`src/rtl/cfg_arb_pkg.sv`:
```
// Shared types and default sizing for the configuration-register arbiter.
package cfg_arb_pkg;

    typedef enum logic [1:0] {
        IDLE  = 2'd0,
        WRITE = 2'd1,
        SCRUB = 2'd2
    } arbState_e;

    localparam int DEF_N_REQ        = 4;
    localparam int DEF_W            = 8;
    localparam int DEF_SCRUB_PERIOD = 16;

endpackage

```
`src/rtl/cfg_reg_arbiter_rr_pick.sv`:
```
// Round-robin picker: first asserted request at or after ptr, wrapping modulo N.
module rr_pick #(
    parameter int N  = 4,
    parameter int PW = (N > 1) ? $clog2(N) : 1
) (
    input  logic [N-1:0]  req,
    input  logic [PW-1:0] ptr,
    output logic [PW-1:0] winner,
    output logic          valid
);

    logic [PW-1:0] idx;

    // Walk from the lowest priority offset upward so the nearest hit wins last.
    always_comb begin
        winner = '0;
        valid  = 1'b0;
        idx    = '0;
        for (int i = N - 1; i >= 0; i--) begin
            idx = PW'((int'(ptr) + i) % N);
            if (req[idx]) begin
                winner = idx;
                valid  = 1'b1;
            end
        end
    end

endmodule

```
`src/rtl/cfg_reg_arbiter.sv`:
```
// Shared configuration register with round-robin write arbitration and periodic
// scrub; all state is held in three voted copies.
//
// state | meaning
// IDLE  | evaluate scrub_due first, then pending requests
// WRITE | grant pulse to winner, q loads latched data at closing edge
// SCRUB | q copies reload from the voted value, scrub pulse
module cfg_reg_arbiter
    import cfg_arb_pkg::*;
#(
    parameter int N_REQ        = DEF_N_REQ,
    parameter int W            = DEF_W,
    parameter int SCRUB_PERIOD = DEF_SCRUB_PERIOD
) (
    input  logic               c,
    input  logic               rstn,
    input  logic [N_REQ-1:0]   req,
    input  logic [N_REQ*W-1:0] wdata,
    output logic [N_REQ-1:0]   gnt,
    output logic [W-1:0]       q,
    output logic               busy,
    output logic               scrub
);

    localparam int PW = (N_REQ > 1) ? $clog2(N_REQ) : 1;
    localparam int CW = $clog2(SCRUB_PERIOD);
    localparam int SW = 2 + PW + CW + 1 + W + N_REQ;

    logic [SW-1:0]    ctlCopy [3];
    logic [SW-1:0]    ctlVote;
    logic [SW-1:0]    ctlNext;
    logic [W-1:0]     qCopy [3];
    logic [W-1:0]     qCopyNext [3];
    logic [W-1:0]     qVote;
    logic [2:0]       seuHit;

    logic [1:0]       stateBits;
    arbState_e        state;
    arbState_e        stateNext;
    logic [PW-1:0]    ptr;
    logic [PW-1:0]    ptrNext;
    logic [CW-1:0]    cnt;
    logic [CW-1:0]    cntNext;
    logic             scrubDue;
    logic             scrubDueNext;
    logic [W-1:0]     latData;
    logic [W-1:0]     latDataNext;
    logic [N_REQ-1:0] gntR;
    logic [N_REQ-1:0] gntNext;
    logic [PW-1:0]    winner;
    logic             winValid;
    logic             wrap;

    // Upset injection hook: flips the selected q copy; tied off in silicon.
    assign seuHit = '0;

    assign ctlVote = (ctlCopy[0] & ctlCopy[1]) | (ctlCopy[0] & ctlCopy[2]) | (ctlCopy[1] & ctlCopy[2]);
    assign qVote   = (qCopy[0] & qCopy[1]) | (qCopy[0] & qCopy[2]) | (qCopy[1] & qCopy[2]);

    assign {stateBits, ptr, cnt, scrubDue, latData, gntR} = ctlVote;
    assign state   = arbState_e'(stateBits);
    assign ctlNext = {stateNext, ptrNext, cntNext, scrubDueNext, latDataNext, gntNext};

    rr_pick #(.N(N_REQ), .PW(PW)) uPick (
        .req    (req),
        .ptr    (ptr),
        .winner (winner),
        .valid  (winValid)
    );

    always_comb begin
        stateNext    = IDLE;
        ptrNext      = ptr;
        latDataNext  = latData;
        gntNext      = '0;
        wrap         = (cnt == CW'(SCRUB_PERIOD - 1));
        cntNext      = wrap ? '0 : cnt + CW'(1);
        scrubDueNext = scrubDue | wrap;
        case (state)
            IDLE: begin
                if (scrubDue) begin
                    stateNext    = SCRUB;
                    scrubDueNext = wrap;
                end else if (winValid) begin
                    stateNext       = WRITE;
                    gntNext[winner] = 1'b1;
                    for (int i = 0; i < N_REQ; i++) begin
                        if (winner == PW'(i)) begin
                            latDataNext = wdata[i*W +: W];
                        end
                    end
                    ptrNext = (winner == PW'(N_REQ - 1)) ? '0 : winner + PW'(1);
                end
            end
            default: stateNext = IDLE;
        endcase
    end

    // Outside WRITE/SCRUB each q copy holds itself, so an upset persists until scrub.
    always_comb begin
        for (int k = 0; k < 3; k++) begin
            qCopyNext[k] = qCopy[k];
            if (state == WRITE) begin
                qCopyNext[k] = latData;
            end else if (state == SCRUB) begin
                qCopyNext[k] = qVote;
            end
        end
    end

    always_ff @(posedge c or negedge rstn) begin
        if (!rstn) begin
            for (int k = 0; k < 3; k++) begin
                ctlCopy[k] <= '0;
                qCopy[k]   <= '0;
            end
        end else begin
            for (int k = 0; k < 3; k++) begin
                ctlCopy[k] <= ctlNext;
                qCopy[k]   <= qCopyNext[k] ^ {W{seuHit[k]}};
            end
        end
    end

    assign gnt   = gntR;
    assign q     = qVote;
    assign busy  = (state != IDLE);
    assign scrub = (state == SCRUB);

endmodule
```
`config.mk`:
```
export PLATFORM = sky130hd
export DESIGN_NAME = cfg_reg_arbiter
export DESIGN_NICKNAME = d
export VERILOG_FILES = /design/src/rtl/cfg_arb_pkg.sv /design/src/rtl/cfg_reg_arbiter_rr_pick.sv /design/src/rtl/cfg_reg_arbiter.sv
export SDC_FILE = /design/constraint.sdc
export NUM_CORES = 1
export LEC_CHECK = 0
export ABC_AREA = 1
export ABC_CLOCK_PERIOD_IN_PS = 4550
export CORE_MARGIN = 8
export CORE_UTILIZATION = 40
export DETAILED_ROUTE_END_ITERATION = 8
export PLACE_DENSITY = 0.74
export SLEW_MARGIN = 20
export SYNTH_ARGS = -nofsm -noshare
export SYNTH_HDL_FRONTEND = slang
export SYNTH_HIERARCHICAL = 1
export SYNTH_SLANG_ARGS = --single-unit
```
`constraint.sdc`:
```
create_clock -name c -period 4.55 [get_ports c]
set_input_delay 0.455 -clock c [delete_from_list [all_inputs] [get_ports c]]
set_output_delay 0.455 -clock c [all_outputs]
set_load 0.01 [all_outputs]
```
==> run metrics, run 1 <==
status finished clean; fillers 417; Final Cell Area 2330 um2; slowest cell delay on critical path 0.59 ns; DR WL/cell 11.7 um; Crit path top cell by count nand2_1; final hold violations 0; die width between 80 and 90 um; CP Max Fanout 11; final period utilization 55.4%; endpoints failing setup 0; reg2reg start ctlCopy[17]; Hold Slack between 0.4 and 0.5 ns; clk root buf clkbuf_8; Via density 4.60; GR Util met1 15.6%; FP Rows 24; global-route wire length before repair 6220 um; initial antenna violation count 0; Final Worst Setup Slack 2.03 ns; TritonCTS clock tree yes; CP Cell Sequence nand2_1, and2_4, nand2_2, nand2_2, inv_2, nand2_1, nand2_1, nand2_1, inv_1, ha_1, clkinv_1, nand3_1, nand2_1, nand2_1, nand2_1; worst path required time roughly 4.7 ns; leading cell types by total area after synthesis dfrtp_1 41%, nand2_1 17%, nand3_1 5.4%, mux2_2 5.1%, nor2_1 4.7%; flops & latches, synth 29; worst slack at placement 1.78 ns; drt first pass iters 4; final core utilization 54.4%; Post-Syn Area 1760 um2; Detail Route Antenna Nets 0; DR vias 1,531; sequential area share after synthesis approximately two fifths; Power per Cell Area 713 nW/um2; area of placed instances 2250 um2; Yosys Warn Count 6; worst reg2reg path depth 15; crit path buf inv count 3; CP startpoint kind flop; Slew @ Worst Pin 0.410 ns; Max Transition Viols Final 0; cell count along the critical path 15; Lkg Pwr 1.22 nW; crit path DAT 2.68 ns; worst hold path stage count 2; met2 track demand over resource 17.4%; vias in the first global route 1,392; critical path class reg2reg; Synth top area share just over 40%; Worst-Skew Late Latency 0.27 ns; initial drt markers 85; slowest CP cell dfrtp_1; MaxCap Viol Count 0; Syn-to-layout area delta 32.5%; Congestion Overflow GR 0; GRT Overall Usage between 10% and 20%; Largest delay share family, worst path simple AND/OR/NAND/NOR gates; clock skew 0.00645 ns; syn avg cell area 7.63 um2; drt total wl 3910 um; Worst Setup SP ctlCopy[17]; unrepaired setup endpoints after global routing no; chip height a little over 80 um; layout cell share with drive strength beyond 1 14.2%; CTS Sinks 29; Tmin final 2.52 ns; multi-input logic area 833 um2; clock slew at reported path FFs around 0.06 ns; CP endpoint kind flop; Starting Density about two fifths; hold buffers post-CTS 0; Yosys top cell by area dfrtp_1; PortBufs 51; Num CTS Buffers 5; library cells used by synthesis 24; H-Tree Depth 2; die area 6780 um2; largest net degree at the start of global routing 30; Post-Syn Nets between 200 and 300; Gate Count Post-Synth between 200 and 250; post-CTS sizing 0; maximum vdd drop 383 uV; FMAX 0.397 GHz; Top Ports 52; hold path start ctlCopy[6]; Final nets 323; class of the worst hold path reg2reg; diodes inserted 0; Post-CTS Repair Setup Buffers 0; Rel. slew slack 72.6%; met3 usage 3.14%; GP Congestion 0.826; Reg area 726 um2; Post-DP HPWL between 3000 and 4000 um; CTS max path bufs 2; busiest grt layer met2; drt drc 0; core area 4290 um2; setup_tns 0 ns
[report_power, final]
group	leakage (nW)	switching, W	internal (W)
clock	0.0395	0.0000884	0.000108
sequential	0.370	0.0000605	0.000347
combinational	0.813	0.000643	0.000417
[layer usage]
metal | share of wire [%] | wire (um)
met1 | 46 | 1800
met2 | 45 | 1770
met3 | 7.1 | 278
met4 | 1.5 | 59
met5 | 0 | 0
[registers in the layout, summed over array words and instances (netlist names)]
signal and count:
ctlCopy 21, qCopy 8
[kinds of logic after synthesis]
| group | count (synthesis) | share of synthesized area (%) |
|---|---|---|
| DFF | 29 | 41.2 |
| adders and majority gates | 5 | 3.55 |
| buffers and inverters | 39 | 11.5 |
| xor gates and xnor gates | 1 | 0.497 |
| muxes | 8 | 5.11 |
| AOI/OAI and AO/OA | 12 | 3.62 |
| and+or+nand+nor | 137 | 34.5 |
[final timing paths]
kind | to | slack (ns)
setup / recovery | ctlCopy[9] | 2.03
setup reg to reg | ctlCopy[9] | 2.03
hold reg to reg | ctlCopy[6] | 0.48
max in group asynchronous | ctlCopy[15] | 3.72
min in group asynchronous | qCopy[1] | 0.56
hold / removal | ctlCopy[6] | 0.48
[layout make-up]
cell class / instances / area share, %
multi-input cells: 163 / 35.7
repair buffers: 52 / 22.2
flip-flops and latches: 29 / 31.1
well taps: 52 / 2.79
inverters: 29 / 4.82
clock buffers: 8 / 3.43
[worst reg2reg max path: stages, from the launching register on]
cell and delay, ns:
dfrtp_1 0.59, nand2_1 0.14, and2_4 0.18, nand2_2 0.06, nand2_2 0.05, inv_2 0.05, nand2_1 0.04, nand2_1 0.05
nand2_1 0.10, inv_1 0.10, ha_1 0.36, clkinv_1 0.32, nand3_1 0.18, nand2_1 0.08, nand2_1 0.07, nand2_1 0.04
[cells in the mapped netlist]
cell	instances
nand2_1	80
dfrtp_1	29
nor2_1	22
nand3_1	19
inv_1	18
a21oi_1	8
mux2_2	8
inv_2	7
nand2_2	7
buf_4	6
ha_1	5
buf_6	4
nor2_2	4
clkinv_1	2
nand2_4	2
o21ai_0	2
and2_4	1
clkinv_2	1
inv_4	1
nand3_2	1
nor2_8	1
o21ai_1	1
o21ai_2	1
xor2_1	1
[layout by cell type, fill, tap and decap left out, types with 2 or more instances in the layout]
cell             count
a21oi_1              8
clkbuf_1             3
clkbuf_8             5
clkdlybuf4s50_1     51
clkinv_1             2
dfrtp_1             29
ha_1                 5
inv_1               18
inv_2                7
mux2_2               8
nand2_1             80
nand2_2              7
nand2_4              2
nand3_1             19
nor2_1              22
nor2_2               4
o21ai_0              2
[through the flow]
stage               instances  total power [W]
finish                    333          0.00166
global route              333          0.00184
CTS                       333          0.00167
detailed placement        325          0.00147
global placement          325          0.00145
floorplan                 231          0.00126
Note: power is estimated with default switching activity, not from simulation.
==> run 2, diff against run 1 <==
--- a/config.mk
+++ b/config.mk
@@ -6,11 +6,11 @@
 export NUM_CORES = 1
 export LEC_CHECK = 0
 export ABC_AREA = 1
-export ABC_CLOCK_PERIOD_IN_PS = 4550
+export ABC_CLOCK_PERIOD_IN_PS = 2150
 export CORE_MARGIN = 8
 export CORE_UTILIZATION = 40
 export DETAILED_ROUTE_END_ITERATION = 8
-export PLACE_DENSITY = 0.74
+export PLACE_DENSITY = 0.77
 export SLEW_MARGIN = 20
 export SYNTH_ARGS = -nofsm -noshare
 export SYNTH_HDL_FRONTEND = slang
==> constraint.sdc (replaced) <==
create_clock -name c -period 2.15 [get_ports c]
set_input_delay 0.215 -clock c [delete_from_list [all_inputs] [get_ports c]]
set_output_delay 0.215 -clock c [all_outputs]
set_load 0.01 [all_outputs]
==> run metrics, run 2 (synthesis results as in run 1) <==
H-Tree Depth 2; Lkg Pwr about 1.4 nW; worst reg2reg path depth 18; DR WL/cell 13.3 um; die area 6780 um2; drt drc 0; slowest cell delay on critical path 0.38 ns; Largest Register ctlCopy; CTS max path bufs 2; vias in the first global route 1,518; Switching Power 0.00217 W; clock skew 0.00367 ns; max reg flops 21; Final Cell Area 2700 um2; placed cell count between 300 and 400; status complete, but fails checks; area of placed instances 2340 um2; MaxCap Viol Count 0; slowest CP cell dfrtp_2; GRT Overall Usage 12.6%; clock power share 9.3%; class of the worst hold path in2async; drt first pass iters 4; CP endpoint kind flop; chip height 82.4 um; Detail Route Antenna Nets 0; Reg area slightly above 700 um2; commonest non-fill, non-tap cell in the layout nand2_1; diodes inserted 0; final hold violations 0; Comb power frac 72.7%; CP Max Fanout 8; clk root buf clkbuf_8; Crit path top cell by count nand2_2; Worst-Skew Late Latency 0.27 ns; Via density 4.73; reg2reg start ctlCopy[17]; worst path required time roughly 2.3 ns; r2r setup slk -0.04 ns; Pint 0.00254 W; maximum vdd drop 835 uV; multi-input logic area around 1000 um2; largest net degree at the start of global routing 30; CP Cell Sequence buf_12, clkinv_8, nand2_2, nand3_1, nand2_2, inv_2, nand2_2, nand2_2, nand2_4, inv_4, ha_4, nor2_4, nand2_2, nand2_4, buf_6, nor2_1, nand2_1, nand2_1; Final nets 342; Final Worst Setup Slack -0.0423 ns; hold buffers post-CTS 0; Post-DP HPWL ~3200 um; core area 4290 um2; unrepaired setup endpoints after global routing yes; Power per Cell Area 1740 nW/um2; Syn-to-layout area delta 53.3%; Largest regs ctlCopy x21, qCopy x8; DR vias roughly 1.7k; Tmin final about 2.2 ns; failing checks negative setup slack; Top Ports 52; PortBufs 51; Hold Slack just over 0.3 ns; clock slew at reported path FFs about 0.06 ns; TritonCTS clock tree yes; Congestion Overflow GR 0; GP Congestion 0.820; Seq pwr share 18.0%; FMAX roughly 0.46 GHz; CTS Sinks 29; Num CTS Buffers 5; Non-Filler Instances 351; endpoints failing setup 3; FF-to-FF End ctlCopy[6]; Tot Pwr about 0.0047 W; critical path class reg2reg; final core utilization 62.9%; fillers 351; crit path DAT 2.36 ns; final period utilization 102%; Starting Density 41.0%; global-route wire length before repair 6760 um; Slew @ Worst Pin 0.360 ns; initial antenna violation count 0; layout cell share with drive strength beyond 1 28.4%; Max Transition Viols Final 0; drt total wl 4660 um; initial drt markers 64; Net Sw Frac 46.1%; die width 82.4 um; CP startpoint kind flop; Rel. slew slack 76.0%; commonest cells after routing, fill and taps aside 69 x nand2_1, 51 x clkdlybuf4s50_1, 28 x dfrtp_1; FP Rows 24
## run 2: cell count changes in the layout (fill, tap and decap cells not counted), sizes merged
cell	before	now
buf	1	20
inv	26	25
clkbuf	8	7
clkinvlp	0	1
## run 2: how the worst max path moves through the flow
stage | startpoint | end | cells after the start
after global placement | req[3] | ctlCopy[7] | 17
after global routing | ctlCopy[17] | ctlCopy[8] | 18
after detailed placement | req[1] | ctlCopy[10] | 15
after floorplan | ctlCopy[17] | ctlCopy[5] | 20
final | ctlCopy[17] | ctlCopy[6] | 18
after CTS | ctlCopy[17] | ctlCopy[11] | 17
## run 2: what timing repair did
action / CTS / global route
pin swaps: 0 / 15
endpoints found under the setup margin: 8 / 9
setup buffers: 0 / 7
resized for setup: 2 / 49
hold endpoints to repair: 0 / 0
## run 2: worst max-delay path: cells and delay by family, from the launching register on
family | cells | cell delay [ns]
adder cells (fa/ha/maj) | 1 | 0.18
flip-flops | 1 | 0.38
AND/OR/NAND/NOR | 12 | 1.04
buffers and inverters | 5 | 0.46
## run 2: power groups by stage
stage                     combinational [W]  clock (W)  sequential, W
after detailed placement            0.00252          0       0.000869
after global placement              0.00248          0       0.000864
after CTS                           0.00254   0.000445       0.000863
after floorplan                     0.00180          0       0.000856
final                               0.00343   0.000439       0.000848
after global routing                0.00376   0.000471       0.000870
## run 2: routing by layer
| layer | wire length [um] | share of wire (%) | global-route usage, % |
|---|---|---|---|
| met3 | 267 | 5.7 | 3.90 |
| met4 | 115 | 2.5 | 6.67 |
| met2 | 2320 | 50 | 19.2 |
| met1 | 1960 | 42 | 15.5 |
| met5 | 0 | 0 | 0 |
## run 2: final cells by class
type / instances / area share [%]
Multi-Input combinational cell: 163 / 37.0
Sequential cell: 29 / 26.9
Timing Repair Buffer: 71 / 25.7
Inverter: 29 / 4.82
Clock buffer: 7 / 3.20
Tap cell: 52 / 2.41
## run 2: through the flow
| step | setup WS, ns | setup TNS, ns |
|---|---|---|
| after floorplan | 0.0755 | 0 |
| after global placement | -0.0971 | -0.718 |
| after detailed placement | -0.165 | -1.26 |
| after CTS | 0.00951 | 0 |
| after global routing | -0.141 | -0.819 |
| final | -0.0423 | -0.101 |
==> run 3, diff against run 2 <==
--- a/config.mk
+++ b/config.mk
@@ -9,8 +9,9 @@
 export ABC_CLOCK_PERIOD_IN_PS = 2150
 export CORE_MARGIN = 8
 export CORE_UTILIZATION = 40
+export CTS_BUF_LIST = sky130_fd_sc_hd__clkbuf_8
 export DETAILED_ROUTE_END_ITERATION = 8
-export PLACE_DENSITY = 0.77
+export PLACE_DENSITY = 0.81
 export SLEW_MARGIN = 20
 export SYNTH_ARGS = -nofsm -noshare
 export SYNTH_HDL_FRONTEND = slang
==> constraint.sdc (replaced) <==
create_clock -name c -period 2.15 [get_ports c]
set_input_delay 0.215 -clock c [delete_from_list [all_inputs] [get_ports c]]
set_output_delay 0.215 -clock c [all_outputs]
set_load 0.05 [all_outputs]
==> run metrics, run 3 (synthesis results as in run 1) <==
status finished clean; MaxCap Viol Count 0; chip height 82.4 um; fillers 370; GP Congestion 0.759; Final nets 336; core area 4290 um2; CTS Sinks 29; Largest regs ctlCopy x21, qCopy x8; maximum vdd drop 851 uV; critical path class reg2reg; Power per Cell Area around 1800 nW/um2; CP Max Fanout 8; DR WL/cell roughly 14 um; FMAX 0.480 GHz; initial antenna violation count 0; Starting Density 41.0%; Lkg Pwr between 1 and 1.5 nW; clock slew at reported path FFs around 0.06 ns; CTS max path bufs 2; commonest non-fill, non-tap cell in the layout nand2_1; Syn-to-layout area delta 49.5%; Worst-Skew Late Latency ~0.28 ns; Num CTS Buffers 5; worst path required time between 2 and 2.5 ns; Via density 4.71; TritonCTS clock tree yes; endpoints failing setup 0; die width slightly above 80 um; Post-DP HPWL ~3400 um; clk root buf clkbuf_8; initial drt markers 98; Slew @ Worst Pin 0.507 ns; area of placed instances 2310 um2; FP Rows 24; die area slightly below 7000 um2; drt first pass iters 4; Largest Register ctlCopy; Max Transition Viols Final 0; Detail Route Antenna Nets 0; H-Tree Depth 2; final period utilization 96.8%; largest net degree at the start of global routing 30; final core utilization 61.3%; Tmin final 2.08 ns; crit path DAT ~2.3 ns; Rel. slew slack 66.1%; unrepaired setup endpoints after global routing yes; layout cell share with drive strength beyond 1 29.3%; drt drc 0; PortBufs 51; Top Ports 52; global-route wire length before repair 7180 um; GRT Overall Usage 13.5%; clock skew 0.00477 ns; Congestion Overflow GR 0; worst slack at placement -0.202 ns; drt total wl 4710 um; diodes inserted 0; DR vias about 1.6k; max reg flops 21; CP endpoint kind flop; commonest cells after routing, fill and taps aside 68 x nand2_1, 51 x clkdlybuf4s50_1, 28 x dfrtp_1; CP startpoint kind flop; Final Cell Area 2630 um2; class of the worst hold path in2async; vias in the first global route 1,618; final hold violations 0; Final Worst Setup Slack 0.0678 ns
-- run 3: layout make-up --
cell class	count	area, um2	share of cell area (%)
clock inverter	1	5.00	0.190
inverter	29	121	4.61
sequential	29	727	27.6
clock buffer	7	96.3	3.66
timing repair buffer	63	612	23.2
timing repair inverter	1	7.51	0.285
tap	52	65.1	2.47
multi-input combinational	164	1000	38.0
-- run 3: where the power goes --
group          switching, W  internal [W]  leakage [nW]
combinational       0.00214       0.00136         0.902
clock              0.000202      0.000289        0.0542
sequential         0.000126      0.000737         0.369
total               0.00246       0.00239          1.33
-- run 3: critical path, cell delays in order, from the launching register on --
cell     delay, ns
dfrtp_2       0.46
buf_6         0.15
nand2_4       0.07
nand3_2       0.09
nand2_2       0.08
nand3_2       0.10
nand2_2       0.08
nand2_2       0.06
nand2_4       0.12
inv_4         0.06
ha_4          0.17
nor2_2        0.14
nand2_4       0.10
nand2_8       0.11
nor2_1        0.05
nand2_1       0.07
nand2_1       0.06
-- run 3: path summary, 6_finish.rpt --
path,startpoint,end,slack [ns],depth (start not counted)
min in group c,ctlCopy[5],ctlCopy[5],0.49,2
max in group asynchronous,rstn,ctlCopy[17],1.55,2
setup reg to reg,ctlCopy[17],ctlCopy[6],0.07,16
setup / recovery,ctlCopy[17],ctlCopy[6],0.07,16
hold / removal,rstn,ctlCopy[9],0.31,2
hold reg to reg,ctlCopy[5],ctlCopy[5],0.49,2
-- run 3: repair_timing --
action                     in CTS  in global routing
buffers inserted                2                  1
pin swaps                       1                 15
hold buffers                    0                  0
setup endpoints to repair       8                  8
gates cloned                    1                  1
hold endpoints to repair        0                  0
resized for setup               8                 41
-- run 3: metal layers --
metal,up-vias,part of all wire (%),track usage (%)
met4,0,2.5,6.14
met5,-,0,0
li1,829,-,-
met3,10,6.3,3.68
met1,741,41,16.2
met2,48,51,21.9
-- run 3: metrics by stage --
stage	total power [W]	hold WS, ns	setup TNS [ns]	instances
2_1_floorplan	0.00293	-0.0806	0	231
3_3_place_gp	0.00351	0.462	-0.581	333
3_5_place_dp	0.00359	0.470	-1.43	333
4_1_cts	0.00423	0.316	0	344
5_1_grt	0.00525	0.366	-0.326	346
6_report	0.00485	0.311	0	346
